## src/rtl/riscv_pkg.sv

```systemverilog
// Shared RISC-V pipeline constants used by fetch and decode stages.
package riscv_pkg;

  localparam int unsigned XLEN = 32;

  // addi x0, x0, 0 -- canonical NOP presented when no instruction is held
  localparam logic [31:0] NOP = 32'h0000_0013;

endpackage : riscv_pkg

```

## src/rtl/fetch_queue.sv

```systemverilog
// Fetch-to-decode instruction queue: circular FIFO of {PC, instruction}
// with flush on taken-branch redirect and no full-queue bypass.
module fetch_queue #(
  parameter int unsigned DEPTH = 4,
  parameter int unsigned XLEN  = riscv_pkg::XLEN
) (
  input  logic            clk,
  input  logic            reset,
  input  logic [XLEN-1:0] PC_IF,
  input  logic [XLEN-1:0] INSTRUCTION_IF,
  input  logic            PCSrc,
  input  logic            ID_ready,
  output logic            PC_write,
  output logic [XLEN-1:0] PC_ID,
  output logic [XLEN-1:0] INSTRUCTION_ID,
  output logic            ID_valid
);

  localparam int unsigned PW = $clog2(DEPTH);
  localparam int unsigned CW = PW + 1;

  logic [PW-1:0]   rd_ptr_q, rd_ptr_d;
  logic [PW-1:0]   wr_ptr_q, wr_ptr_d;
  logic [CW-1:0]   count_q,  count_d;

  logic [XLEN-1:0] pc_mem_q    [DEPTH];
  logic [XLEN-1:0] instr_mem_q [DEPTH];

  logic push, pop;

  // Handshake flags come from registered occupancy only
  always_comb begin
    PC_write = (count_q < CW'(DEPTH));
    ID_valid = (count_q != '0);
    push     = PC_write & ~PCSrc;
    pop      = ID_valid & ID_ready & ~PCSrc;
  end

  // Head entry straight from storage; NOP/zero when empty
  always_comb begin
    PC_ID          = '0;
    INSTRUCTION_ID = XLEN'(riscv_pkg::NOP);
    if (ID_valid) begin
      PC_ID          = pc_mem_q[rd_ptr_q];
      INSTRUCTION_ID = instr_mem_q[rd_ptr_q];
    end
  end

  // Next-state pointers and count; redirect overrides push and pop
  always_comb begin
    rd_ptr_d = rd_ptr_q;
    wr_ptr_d = wr_ptr_q;
    count_d  = count_q;
    if (PCSrc) begin
      rd_ptr_d = '0;
      wr_ptr_d = '0;
      count_d  = '0;
    end else begin
      if (push) wr_ptr_d = wr_ptr_q + 1'b1;
      if (pop)  rd_ptr_d = rd_ptr_q + 1'b1;
      case ({push, pop})
        2'b10:   count_d = count_q + 1'b1;
        2'b01:   count_d = count_q - 1'b1;
        default: count_d = count_q;
      endcase
    end
  end

  // Pointer/count registers with asynchronous active-low clear
  always_ff @(posedge clk or negedge reset) begin
    if (!reset) begin
      rd_ptr_q <= '0;
      wr_ptr_q <= '0;
      count_q  <= '0;
    end else begin
      rd_ptr_q <= rd_ptr_d;
      wr_ptr_q <= wr_ptr_d;
      count_q  <= count_d;
    end
  end

  // Entry storage, intentionally not reset (outputs gated by count)
  always_ff @(posedge clk) begin
    if (push) begin
      pc_mem_q[wr_ptr_q]    <= PC_IF;
      instr_mem_q[wr_ptr_q] <= INSTRUCTION_IF;
    end
  end

endmodule : fetch_queue

```

## config.mk

```make
export PLATFORM = sky130hd
export DESIGN_NAME = fetch_queue
export DESIGN_NICKNAME = d
export VERILOG_FILES = /design/src/rtl/riscv_pkg.sv /design/src/rtl/fetch_queue.sv
export SDC_FILE = /design/constraint.sdc
export NUM_CORES = 1
export LEC_CHECK = 0
export BUFFER_PORTS_ARGS = -buffer_cell sky130_fd_sc_hd__buf_2
export CORE_ASPECT_RATIO = 0.6
export CORE_MARGIN = 1.5
export CORE_UTILIZATION = 52
export DETAILED_ROUTE_END_ITERATION = 12
export PLACE_DENSITY = 0.76
export REMOVE_ABC_BUFFERS = 1
export SLEW_MARGIN = 5
export SYNTH_ARGS = -nofsm -noshare
export SYNTH_HDL_FRONTEND = slang
export SYNTH_SLANG_ARGS = --single-unit
```

## constraint.sdc

```tcl
create_clock -name clk -period 2.6 [get_ports clk]
set_input_delay 0.26 -clock clk [delete_from_list [all_inputs] [get_ports clk]]
set_output_delay 0.26 -clock clk [all_outputs]
set_load 0.02 [all_outputs]
```

=== Word level (Yosys, flattened, before mapping) ===
Memories as Yosys holds them, arrays and structs flattened.
Cells that the tools add are included.

* Flip-flop bits (word level): 7
* Memory bits (writable): 256
* Input port bits: 68
* Output and inout bits: 66
* Memories: 2

* Add/subtract/negate cells: 4
* Order comparisons: 1
* Eq/ne operators: 2
* Multiplexer cells: 10
* Bitwise gates (word level): 4
* Reduce and logical (&&, ||, !) cells: 4

{| class="wikitable"
|+ Memory list
! memory !! depth !! width !! read ports !! clocked after memory_dff !! wr ports !! RTL line !! text
|-
| instr_mem_q || 4 || 32 || 1 || 0 || 1 || fetch_queue.sv:27 || <nowiki>logic [XLEN-1:0] instr_mem_q [DEPTH];</nowiki>
|-
| pc_mem_q || 4 || 32 || 1 || 0 || 1 || fetch_queue.sv:26 || <nowiki>logic [XLEN-1:0] pc_mem_q [DEPTH];</nowiki>
|}

{| class="wikitable"
|+ Operator list
! cell !! number
|-
| 32-bit 2-to-1 mux || 2
|-
| 2-bit 2-to-1 mux || 4
|-
| 3-bit one-hot mux with 2 select lines || 1
|-
| 3-bit nonzero test || 2
|-
| 2-bit by 1-bit adder with 2-bit output, second input constant || 2
|-
| 2-bit nonzero test || 2
|-
| 3-bit by 1-bit adder with 3-bit output, second input constant || 1
|-
| 1-bit AND || 3
|-
| 3-bit less-than comparator, second input constant || 1
|-
| 3-bit 2-to-1 mux || 1
|-
| 3-bit by 1-bit subtractor with 3-bit output, second input constant || 1
|-
| 2-bit by 1-bit == test with 1-bit output, second input constant || 1
|-
| 2-bit == test, second input constant || 1
|-
| 1-bit 2-to-1 mux || 2
|-
| 1-bit NOT || 1
|}

=== Longest topological paths before layout ===
Gate-level depths: netlist of the first run.

* Depth in word-level cells: 6
* Mapped depth: 6
* Depth with buffers taken out: 5

=== Least setup slack after synthesis of the first run ===
No wires, ideal clock.

* Kind: register -> register
* Start point: register count_q[2]
* End point: memory instr_mem_q[0][0] (enable)
* Library setup time: 0.429 ns
* Arrival: 2.246 ns
* Slack: -0.075 ns
* Stages on the path, launching flop included: 4
* Cells stage by stage: dfrtp_1 -> buf_2 -> nor2_1 -> and2_1

* Cells in the longest elaborated chain, start to end: 4

{| class="wikitable"
|+ RTL lines
! what !! RTL line !! text
|-
| start: declaration || fetch_queue.sv:24 || <nowiki>logic [CW-1:0] count_q, count_d;</nowiki>
|-
| start signal: assignment || fetch_queue.sv:78 || <nowiki>count_q <= count_d;</nowiki>
|-
| 3-bit less-than comparator || fetch_queue.sv:33 || <nowiki>PC_write = (count_q < CW'(DEPTH));</nowiki>
|-
| 1-bit AND || fetch_queue.sv:35 || <nowiki>push = PC_write & ~PCSrc;</nowiki>
|-
| 1-bit 2-to-1 mux || fetch_queue.sv:84 || <nowiki>if (push) begin</nowiki>
|-
| 1-bit 2-to-1 mux (implied by the code) || fetch_queue.sv:86 || <nowiki>instr_mem_q[wr_ptr_q] <= INSTRUCTION_IF;</nowiki>
|-
| end: declaration || fetch_queue.sv:27 ||
|}

No other way between the ends.

=== Worst setup path in the final report of the first run ===
* Start point: register rd_ptr_q[1]
* End point: output port PC_ID[1]

* Cells in the longest elaborated chain, start to end: 2

{| class="wikitable"
|+ RTL lines
! what !! RTL line !! text
|-
| start: declaration || fetch_queue.sv:22 || <nowiki>logic [PW-1:0] rd_ptr_q, rd_ptr_d;</nowiki>
|-
| start signal: assignment || fetch_queue.sv:76 || <nowiki>rd_ptr_q <= rd_ptr_d;</nowiki>
|-
| memory read 4 x 32 bit || - ||
|-
| 32-bit 2-to-1 mux || fetch_queue.sv:43 || <nowiki>if (ID_valid) begin</nowiki>
|-
| end: declaration || fetch_queue.sv:14 || <nowiki>output logic [XLEN-1:0] PC_ID,</nowiki>
|}

No other way between the ends.

==> flow_summary.ini, run 1 <==
[clocking]
post_cts_buffers = 0
numCtsBuffers = 24
h-tree-depth = 1
clk_pin_slew_ns = 0.07
clk_root_buffer_cell = clkbuf_16
clock_sinks = 263
cts_max_path_buffers = 3
insertion_delay_ns = 0.51
cts_tree = built

[logic_synthesis]
synth_cells = 454
synth.distinct_cells = 24
synth_top_area_share_pct = 76.1
yosysWarnings = 0
yosys-top-cells-area = edfxtp_1, mux4_2, and2_1, dfrtp_1, buf_6
syn-cell-area_sq_mm = 0.0101
yosys.area.top_type = edfxtp_1
ys_seq_area_share_pct = 77.8
synth_area_per_cell_sq_um = 22.3
synth-seq-cells = 263

[cells_and_area]
nFillCells = 1295
syn_to_final_growth_pct = 23.7
layout_commonest_cell = edfxtp_1
nets = 738
layout_common_cells = edfxtp_1, buf_2, mux4_2, dlygate4sd3_1, and2_1
instances_no_fill = 928
drive_gt1_share_pct = 36.5

[pwr]
ir_drop_uv = 537
fin_total_pwr_mw = 10.6
leakagePower_nw = 4.36
power.density_mw_per_mm2 = 845

[run]
maxCapViolations = 0

[placed_design]
post-place-ws_ns = 0.596
hpwl_mm = 10.9
routabilityCongestion = 0.732
port_buffers = 133
dp.cells = 821

[die]
ioPinCount = 134
die_height_um = 111
dieArea_sq_mm = 0.0203
core_area_sq_mm = 0.0190
initial_core_util_pct = 53.1
rows = 39
die_w_um = 183

[timing]
slew_headroom_pct = 62.3
worstMarginPinSlew_ns = 0.565
min_period_over_period_pct = 94.4
hold_viol = 0
setup_viol = 0
fmax_ghz = 0.407
skew_ns = 0.00872
fin_crit_ns = 2.46
fin_ws_ns = 0.145
slew_viol_final = 0
grt_setup_unrepaired = no

[critical_path]
worstSetupStartpointType = flip-flop
critical_path_class = flip-flop to output pin
cp_max_fo = 37
crit_arrival_ns = 2.20
cp-end-kind = output pin
critPathRequiredTime_ns = 2.34

[grt]
grt_pass1_wl_mm = 30.1
grt_pass1_vias = 5401
antenna_found_initial = 2
grtUsageTotal_pct = 19.5
gr-usage-met3_pct = 4.11
top_usage_layer = met2
grt_overflow = 0
use_met2_pct = 30.8
grt_use_met1_pct = 28.7
grt_max_degree = 65

[detailed_routing]
wl_per_cell_um = 20.7
first_pass_iters = 4
vias = 5024
dr.first_iter.drc_count = 395
vias_per_cell = 5.41
ant_nets = 0
wl_mm = 19.2
route.detailed.drc = 0

[status]
status = complete, no violations

[min_path]
hold_path.class = primary input to flip-flop
-- cells in the mapped netlist, drive strengths merged --
| cell | number |
|---|---|
| mux2i | 1 |
| nor2 | 7 |
| nand3b | 2 |
| a21oi | 3 |
| mux4 | 64 |
| and3b | 1 |
| buf | 13 |
| clkbuf | 9 |
| nor2b | 1 |
| dfrtp | 7 |
| ha | 4 |
| or2 | 3 |
| edfxtp | 256 |
| o21ai | 1 |
| o31ai | 1 |
| and2 | 65 |
| nor3 | 2 |
| or3 | 2 |
| fa | 1 |
| xor2 | 3 |
| nand2 | 4 |
| inv | 4 |
-- power breakdown --
group | internal (mW) | switching [mW]
combinational | 0.935 | 1.23
clock | 1.85 | 1.44
sequential | 5.01 | 0.0937
total | 7.79 | 2.77
-- stage by stage --
step	utilization (%)	hold slack, ns	area, sq um	TNS [ns]
after floorplan	-	-0.0356	9980	-83.43
after global routing	65.7	0.00727	12500	0
after global placement	58.5	0.102	11100	0
final	65.7	0.0280	12500	0
after detailed placement	58.5	0.107	11100	0
after CTS	65.6	0.00265	12500	0
-- flip-flops by register name, indices dropped and copies added (netlist names) --
name	flops
wr_ptr_q	2
instr_mem_q	128
rd_ptr_q	2
count_q	3
pc_mem_q	128
-- metal layers --
| metal | vias to the layer above | part of all wire (%) | wire [um] |
|---|---|---|---|
| li1 | 2256 | - | - |
| met1 | 2581 | 46 | 8870 |
| met3 | 25 | 6.3 | 1210 |
| met4 | 0 | 1.5 | 285 |
| met5 | - | 0 | 0 |
| met2 | 162 | 46 | 8820 |
-- cells by family (layout without fill, tap and decap cells) --
family	after synthesis	count (layout)	share of synthesized area [%]
multiplexers	65	65	14.4
buffers and inverters	26	252	1.44
AND/OR/NAND/NOR	87	87	5.19
adder cells (fa/ha/maj)	5	5	0.693
flip-flops	263	263	77.8
other	0	2	0
AO/OA/AOI/OAI	5	5	0.272
XOR/XNOR	3	3	0.260
-- worst paths after layout --
check | startpoint | end | slack, ns | cells past startpoint
setup / recovery | rd_ptr_q[1]$_DFFE_PN0P_ | PC_ID[1] | 0.14 | 4
hold / removal | PC_IF[22] | pc_mem_q[2][22]$_DFFE_PP_ | 0.03 | 1
setup reg to reg | count_q[2]$_DFFE_PN0P_ | instr_mem_q[0][13]$_DFFE_PP_ | 0.61 | 4
hold reg to reg | count_q[1]$_DFFE_PN0P_ | count_q[1]$_DFFE_PN0P_ | 0.62 | 2
max in group asynchronous | reset | rd_ptr_q[0]$_DFFE_PN0P_ | 2.31 | 2
min in group asynchronous | reset | rd_ptr_q[1]$_DFFE_PN0P_ | 0.12 | 2
-- area by class of cell --
| class | instances | area, sq um | area share [%] |
|---|---|---|---|
| repair buffers | 207 | 1470 | 11.8 |
| inverters | 4 | 17.5 | 0.140 |
| diodes | 2 | 5.00 | 0.0400 |
| clock inverters | 12 | 83.8 | 0.671 |
| multi-input cells | 165 | 2110 | 16.9 |
| flip-flops and latches | 263 | 7870 | 62.9 |
| well taps | 246 | 308 | 2.46 |
| clock buffers | 29 | 641 | 5.12 |
-- critical path: stages (launching register included) --
cell and delay (ns):
dfrtp_2 0.64, buf_12 0.31, mux4_2 0.39, and2_1 0.18
buf_2 0.15
-- what timing repair did --
action | 4_1_cts | 5_1_grt
setup endpoints to repair | 0 | 61
endpoints found under the hold margin | 259 | 0
hold buffers | 64 | 0
gates resized for setup | 0 | 2
Note: power is estimated with default switching activity, not from simulation.
==> run 2, diff against run 1 <==
--- a/config.mk
+++ b/config.mk
@@ -5,12 +5,12 @@
 export SDC_FILE = /design/constraint.sdc
 export NUM_CORES = 1
 export LEC_CHECK = 0
-export BUFFER_PORTS_ARGS = -buffer_cell sky130_fd_sc_hd__buf_2
 export CORE_ASPECT_RATIO = 0.6
 export CORE_MARGIN = 1.5
-export CORE_UTILIZATION = 52
+export CORE_UTILIZATION = 57
 export DETAILED_ROUTE_END_ITERATION = 12
-export PLACE_DENSITY = 0.76
+export DONT_BUFFER_PORTS = 1
+export PLACE_DENSITY = 0.75
 export REMOVE_ABC_BUFFERS = 1
 export SLEW_MARGIN = 5
 export SYNTH_ARGS = -nofsm -noshare
==> constraint.sdc (replaced) <==
create_clock -name clk -period 2.6 [get_ports clk]
set_input_delay 0.26 -clock clk [delete_from_list [all_inputs] [get_ports clk]]
set_output_delay 0.26 -clock clk [all_outputs]
set_load 0.1 [all_outputs]
==> run 2 against run 1 <==
Cell count is 7.4% lower. Largest cell class unchanged. Register-to-register slack got worse by 0.06 ns. First-iteration DRC count rose by 1.8%. Non-clock buffer count fell by 57. Sequential power about the same. Critical path depth unchanged. Worst setup slack lost 0.054 ns.
==> flow_summary.ini, run 2 (synthesis gave the netlist of run 1 again) <==
[status]
status = complete, no violations

[min_path]
hold_path_startpoint = ID_ready
min_to = count_q[2]$_DFFE_PN0P_
hold_depth = 3
hold_path.class = primary input to flip-flop

[pwr]
power.density_mw_per_mm2 = 1010
ir_drop_uv = 704
fin_total_pwr_mw = 12.9
leakagePower_nw = 4.25

[timing]
grt_setup_unrepaired = no
fin_crit_ns = 2.51
worstMarginPinSlew_ns = 0.818
hold_viol = 0
fin_ws_ns = 0.0908
setup_viol = 0
fmax_ghz = 0.399
skew_ns = 0.0165
min_period_over_period_pct = 96.5
slew_viol_final = 0
fin_setup_tns_ns = 0
slew_headroom_pct = 45.4

[clocking]
cts_tree = built
clk_pin_slew_ns = 0.07
cts_max_path_buffers = 3
insertion_delay_ns = 0.51
clock_sinks = 263
numCtsBuffers = 23
h-tree-depth = 1
clk_root_buffer_cell = clkbuf_16

[critical_path]
rrSetupSlack_ns = 0.55
critical_path_class = flip-flop to output pin
cp-end-kind = output pin
rr_startpoint = rd_ptr_q[1]$_DFFE_PN0P_
worstReg2RegEnd = rd_ptr_q[1]$_DFFE_PN0P_
worstSetupStartpoint = rd_ptr_q[0]$_DFFE_PN0P_
critPathRequiredTime_ns = 2.34
crit_path_cell_trace = buf_12 > mux4_2 > or2_1 > buf_12
worstSetupStartpointType = flip-flop
cp_slowest_cell = mux4_2
cp_common_cell = buf_12
rr_worst_depth = 4
cp_max_fo = 36
crit_arrival_ns = 2.25
max_stage_delay_ns = 0.54

[cells_and_area]
layout_commonest_cell = edfxtp_1
nFillCells = 985
nets = 680
postLayoutCellArea_sq_mm = 0.0127
largestRegisters = instr_mem_q: 128 flops, pc_mem_q: 128 flops, count_q: 3 flops
instances_no_fill = 859
drive_gt1_share_pct = 29.7
layout_common_cells = edfxtp_1, dlygate4sd3_1, mux4_2, and2_1, buf_4
syn_to_final_growth_pct = 26.1

[placed_design]
post-place-ws_ns = 0.394
routabilityCongestion = 0.742
port_buffers = 0
hpwl_mm = 11.7
placed_cell_area_sq_mm = 0.0113
dp.cells = 746

[detailed_routing]
vias_per_cell = 5.76
wl_per_cell_um = 23.9
ant_nets = 0
route.detailed.drc = 0
first_pass_iters = 6
dr.first_iter.drc_count = 402
vias = 4950
wl_mm = 20.5

[grt]
antenna_found_initial = 2
grt_overflow = 0
grt_pass1_vias = 5310
grt_pass1_wl_mm = 32.1
grtUsageTotal_pct = 23.5
grt_max_degree = 43

[die]
ioPinCount = 134
core_area_sq_mm = 0.0172
rows = 37
die_w_um = 175
die_height_um = 106
dieArea_sq_mm = 0.0186
initial_core_util_pct = 58.7

[run]
maxCapViolations = 0
## run 2: repair_timing
item,4_1_cts,5_1_grt
buffers inserted,2,0
endpoints found under the hold margin,270,0
endpoints found under the setup margin,64,31
resized for setup,1,2
hold buffers,68,0
## run 2: worst max path at each step
stage                               to  slack [ns]  cells after the start
detailed placement  INSTRUCTION_ID[13]        0.39                      3
global route                 PC_ID[27]        0.01                      4
finish               INSTRUCTION_ID[0]        0.09                      4
floorplan           INSTRUCTION_ID[10]       -1.50                      2
CTS                 INSTRUCTION_ID[13]        0.06                      5
global placement     INSTRUCTION_ID[2]        0.40                      3
## run 2: per-layer routing
metal | up-vias | share of wire [%] | global-route usage [%] | routed length [um]
li1 | 2139 | - | - | -
met3 | 37 | 8.2 | 5.76 | 1680
met1 | 2581 | 40 | 32.9 | 8280
met4 | 0 | 2.3 | 6.41 | 478
met2 | 193 | 49 | 37.6 | 10100
met5 | - | 0 | 0 | 0
## run 2: stage by stage
| step | utilization (%) | hold slack, ns |
|---|---|---|
| floorplan | - | -0.0356 |
| global placement | 65.8 | -0.0354 |
| detailed placement | 65.8 | -0.0354 |
| CTS | 74.0 | 0.0129 |
| global route | 74.0 | 0.0720 |
| finish | 74.0 | 0.0636 |
## run 2: where the power goes
part	total (mW)	internal [mW]	leakage, nW	switching, mW
Clock	3.16	1.72	0.328	1.44
Combinational	4.62	1.44	1.49	3.18
Sequential	5.12	5.01	2.44	0.110
Total	12.9	8.17	4.25	4.73
## run 2: worst max-delay path: cells and delay by family, from the launching register on
family / cells / cell delay [ns]
flip-flops: 1 / 0.44
multiplexers: 1 / 0.54
buffers and inverters: 2 / 0.48
AND/OR/NAND/NOR: 1 / 0.26
## run 2: cell type report
type,instances,area (sq um),share of cell area (%)
antenna,2,5.00,0.0393
clock buffer,27,591,4.63
clock inverter,14,95.1,0.746
inverter,4,17.5,0.137
multi-input combinational,165,2120,16.6
sequential,263,7870,61.7
tap,234,293,2.30
timing repair buffer,150,1760,13.8
